--- src/rtl/prog_loader.sv ---
// Program loader: receives a header byte N, then N 16-bit words (high byte first),
// writes them to a 256x16 program memory and holds the CPU in reset meanwhile.
// Define LOADER_CHECKSUM_EN to require a trailing two's-complement checksum byte.
module prog_loader #(
  parameter int TIMEOUT = 255
) (
  input  logic        clk,
  input  logic        reset,
  input  logic        start,
  input  logic [7:0]  byte_in,
  input  logic        byte_valid,
  output logic        byte_ready,
  output logic [7:0]  mem_addr,
  output logic [15:0] mem_data,
  output logic        mem_wr,
  output logic        cpu_hold,
  output logic        done,
  output logic        err,
  output logic [8:0]  word_cnt
);

  localparam logic [2:0] IDLE  = 3'd0;
  localparam logic [2:0] HDR   = 3'd1;
  localparam logic [2:0] HI    = 3'd2;
  localparam logic [2:0] LO    = 3'd3;
  localparam logic [2:0] WRITE = 3'd4;
`ifdef LOADER_CHECKSUM_EN
  localparam logic [2:0] CSUM  = 3'd5;
`endif
  localparam logic [2:0] FIN   = 3'd6;

  localparam logic [16:0] TIMEOUT_LIM = 17'(TIMEOUT);

  logic [2:0]  state;
  logic [7:0]  hdr_n;
  logic [15:0] idle_cnt;
  logic [8:0]  target;
  logic        accept;
  logic        timeout_hit;
  logic        last_word;

`ifdef LOADER_CHECKSUM_EN
  logic [7:0]  sum;
  logic [7:0]  csum_total;
  assign byte_ready = (state == HDR) || (state == HI) || (state == LO) || (state == CSUM);
  assign csum_total = sum + byte_in;
`else
  assign byte_ready = (state == HDR) || (state == HI) || (state == LO);
`endif

  assign accept      = byte_valid && byte_ready;
  assign mem_wr      = (state == WRITE);
  // A header of zero encodes a full 256-word image.
  assign target      = (hdr_n == 8'd0) ? 9'd256 : {1'b0, hdr_n};
  assign last_word   = ((word_cnt + 9'd1) == target);
  assign timeout_hit = byte_ready && !accept && (({1'b0, idle_cnt} + 17'd1) == TIMEOUT_LIM);

  always_ff @(posedge clk or posedge reset) begin
    if (reset) begin
      state    <= IDLE;
      hdr_n    <= 8'd0;
      idle_cnt <= 16'd0;
      mem_addr <= 8'd0;
      mem_data <= 16'd0;
      word_cnt <= 9'd0;
      cpu_hold <= 1'b0;
      done     <= 1'b0;
      err      <= 1'b0;
    end else begin
      case (state)
        IDLE, FIN: begin
          if (start) begin
            state    <= HDR;
            done     <= 1'b0;
            err      <= 1'b0;
            word_cnt <= 9'd0;
            mem_addr <= 8'd0;
            idle_cnt <= 16'd0;
            cpu_hold <= 1'b1;
          end
        end
        HDR: if (accept) begin
          hdr_n <= byte_in;
          state <= HI;
        end
        HI: if (accept) begin
          mem_data[15:8] <= byte_in;
          state          <= LO;
        end
        LO: if (accept) begin
          mem_data[7:0] <= byte_in;
          state         <= WRITE;
        end
        WRITE: begin
          mem_addr <= mem_addr + 8'd1;
          word_cnt <= word_cnt + 9'd1;
          if (last_word) begin
`ifdef LOADER_CHECKSUM_EN
            state <= CSUM;
`else
            state    <= FIN;
            done     <= 1'b1;
            cpu_hold <= 1'b0;
`endif
          end else begin
            state <= HI;
          end
        end
`ifdef LOADER_CHECKSUM_EN
        CSUM: if (accept) begin
          state    <= FIN;
          cpu_hold <= 1'b0;
          if (csum_total == 8'd0) done <= 1'b1;
          else                    err  <= 1'b1;
        end
`endif
        default: state <= IDLE;
      endcase

      // Inter-byte watchdog; overrides the state step above when it fires.
      if (byte_ready) begin
        if (accept) begin
          idle_cnt <= 16'd0;
        end else if (timeout_hit) begin
          idle_cnt <= 16'd0;
          state    <= FIN;
          err      <= 1'b1;
          done     <= 1'b0;
          cpu_hold <= 1'b0;
        end else begin
          idle_cnt <= idle_cnt + 16'd1;
        end
      end
    end
  end

`ifdef LOADER_CHECKSUM_EN
  always_ff @(posedge clk or posedge reset) begin
    if (reset) begin
      sum <= 8'd0;
    end else if (((state == IDLE) || (state == FIN)) && start) begin
      sum <= 8'd0;
    end else if (accept && (state != CSUM)) begin
      sum <= csum_total;
    end
  end
`endif

endmodule

--- config.mk ---
export PLATFORM = sky130hd
export DESIGN_NAME = prog_loader
export DESIGN_NICKNAME = d
export VERILOG_FILES = /design/src/rtl/prog_loader.sv
export SDC_FILE = /design/constraint.sdc
export NUM_CORES = 1
export LEC_CHECK = 0
export CAP_MARGIN = 20
export CORE_MARGIN = 2
export CORE_UTILIZATION = 35
export CTS_CLUSTER_DIAMETER = 100
export DETAILED_ROUTE_END_ITERATION = 7
export SKIP_LAST_GASP = 1
export SLEW_MARGIN = 10
export SYNTH_ARGS = -nofsm -noshare
export SYNTH_HDL_FRONTEND = slang
export SYNTH_SLANG_ARGS = --single-unit
--- constraint.sdc ---
create_clock -name clk -period 7.4 [get_ports clk]
set_input_delay 0.74 -clock clk [delete_from_list [all_inputs] [get_ports clk]]
set_output_delay 0.74 -clock clk [all_outputs]
set_load 0.1 [all_outputs]
==> metrics.txt <==
final clock period utilization by the worst path=0.533; # fillers=970; Cell variety after synth=50; Die Y=103 um; Post-Syn Area=3440 um^2; 1st-iter DRT viols=98; CTS Buffer Depth=2; DRT Pass-1 Iters=4; initial antenna violation count=0; Starting Density=0.357; status=finished, final reports clean; clk_lat worst skew=0.35 ns; CTS H-Tree Depth=3; Synth area leader=dfrtp_1; DRT antenna net count=0; Top FF cell, synth=dfrtp_1; ratio of cells with drive above 1 in the final layout=0.0885; Arr. time, crit path=3.20 ns; vias in the first global route=2540; design area=4280 um^2; die area=10600 um^2; Vias=2781; count leader, synth=dfrtp_1; Final Wtd Congestion=0.849; DR WL/cell=14.1 um; synthesized netlist cell count=356; Slew Limit Fails=0; Final nets=418; critical path type=register to primary output; WL final=7.62 mm; final core utilization=0.444; fmax=0.254 GHz; post-synth top area share=0.458; Core Region=9640 um^2; Max Cap Viol=0; Worst slew margin=0.340; first-pass GRT wire length=12.9 mm; Overflow after GRT=0; Post-synth EDFFs=0; Leakage=1.74 nW; top cells by area, synth=dfrtp_1, mux2_1, nand2_1; CTS-repair resized insts=0; RSZ-0062 raised after global routing=no; boundary pin count=50; crit-path max FO=20; Setup TNS Final=0 ns; IO Port Bufs=49; register area share after synthesis=0.458; vias per std cell=5.15; slew of the pin with the lowest slew margin=0.987 ns; Ant. Diodes=0; area grow syn2layout=24.2%; final HPWL from detailed placement=5.30 mm; worst min path class=register to register; Yosys reg bits=63; Sink Count=63; final worst path period need=3.94 ns; Power Density=417 nW/um^2; root buffer cell=clkbuf_8; DIE WIDTH=103 um; syn nets=372; setup bufs post-CTS=0; CTS tree=yes; commonest cells in the netlist=dfrtp_1, nand2_1, o21ai_1; largest net degree at the start of global routing=64; setup violators final=0; ys async rst share=1.00; Synth warnings=0; clock skew=0.0139 ns; All-Layer GR Usage=0.155; CP endpoint kind=primary output; CTS Hold Bufs=0; Residual DRC=0; final hold vios=0; cell row count=36; Num CTS Buffers=9; clock slew seen by the registers of the worst setup and hold paths=0.07 ns; crit path launch type=register; Critical Path RT=6.66 ns; syn_area_per_cell=9.67 um^2; Final Power=0.00179 W; placed cell area=4050 um^2; worst ir drop on vdd=0.000413 V
==> power breakdown <==
part	switching [W]	internal [W]	total, W	leakage [nW]
Clock	0.000150	0.000194	0.000343	0.114
Combinational	0.000658	0.000241	0.000899	0.810
Sequential	0.000106	0.000437	0.000543	0.817
Total	0.000914	0.000871	0.00179	1.74
==> logic make-up after synthesis <==
logic type | count (synthesis) | synth area share
compound gates | 83 | 0.156
xor+xnor | 17 | 0.0454
fa+ha+maj | 4 | 0.0145
buf+inv | 24 | 0.0280
flops | 63 | 0.458
mux | 25 | 0.0814
simple gates | 140 | 0.217
==> metrics by stage <==
| stage | hold WS (ns) | instances | setup slack [ns] |
|---|---|---|---|
| 2_1_floorplan | 0.497 | 356 | 4.65 |
| 5_1_grt | 0.510 | 540 | 3.29 |
| 6_report | 0.478 | 540 | 3.46 |
| 4_1_cts | 0.484 | 540 | 3.43 |
| 3_5_place_dp | 0.474 | 524 | 3.81 |
| 3_3_place_gp | 0.465 | 524 | 3.89 |
==> area by class of cell <==
cell class,instances,area (um^2),area share
Timing Repair Buffer,51,505,0.118
Clock inverter,7,104,0.0243
Sequential cell,63,1580,0.369
Inverter,8,30.0,0.00702
Clock buffer,9,124,0.0290
Tap cell,133,166,0.0389
Multi-Input combinational cell,269,1770,0.414
==> critical path, cell delays in order, from the launching register on <==
cell and delay, ns:
dfrtp_1 0.48, nor2_1 0.37, nand2_1 0.49, inv_2 0.34, clkdlybuf4s50_1 1.18
==> layout by cell type (no fill, tap or decap), types with 5 or more instances in the layout <==
cell,instances
nand3_1,15
o31ai_1,8
a21oi_1,11
xnor2_1,10
nor3_1,7
nor4_1,6
xor2_1,6
mux2_1,23
nand4_1,7
nor2_1,21
o21ai_0,10
dfrtp_1,63
inv_1,6
clkdlybuf4s50_1,49
or3_1,8
o21ai_1,27
nand2b_1,5
a21o_1,5
nand2_1,47
clkbuf_8,9
==> state kept, by name (all words and copies together), names as in the netlist <==
| signal | cells |
|---|---|
| idle_cnt | 16 |
| mem_addr | 8 |
| done | 1 |
| state | 3 |
| word_cnt | 9 |
| hdr_n | 8 |
| cpu_hold | 1 |
| mem_data | 16 |
| err | 1 |
==> layer usage <==
layer  global-route usage  vias up  routed length, um
li1                     -     1380                  -
met1                0.231     1343               3880
met2                0.219       51               3330
met3               0.0309        7                293
met4               0.0638        0                109
met5                    0        -                  0
==> final timing paths <==
kind	cells past startpoint	end	slack [ns]	start
setup reg to reg	8	idle_cnt[4]	4.61	idle_cnt[0]
setup / recovery	4	mem_wr	3.46	state[0]
max in group asynchronous	3	mem_addr[6]	5.95	reset
min in group asynchronous	3	hdr_n[2]	0.94	reset
hold / removal	1	mem_addr[7]	0.48	mem_addr[7]
hold reg to reg	1	mem_addr[7]	0.48	mem_addr[7]
Note: power is estimated with default switching activity, not from simulation.
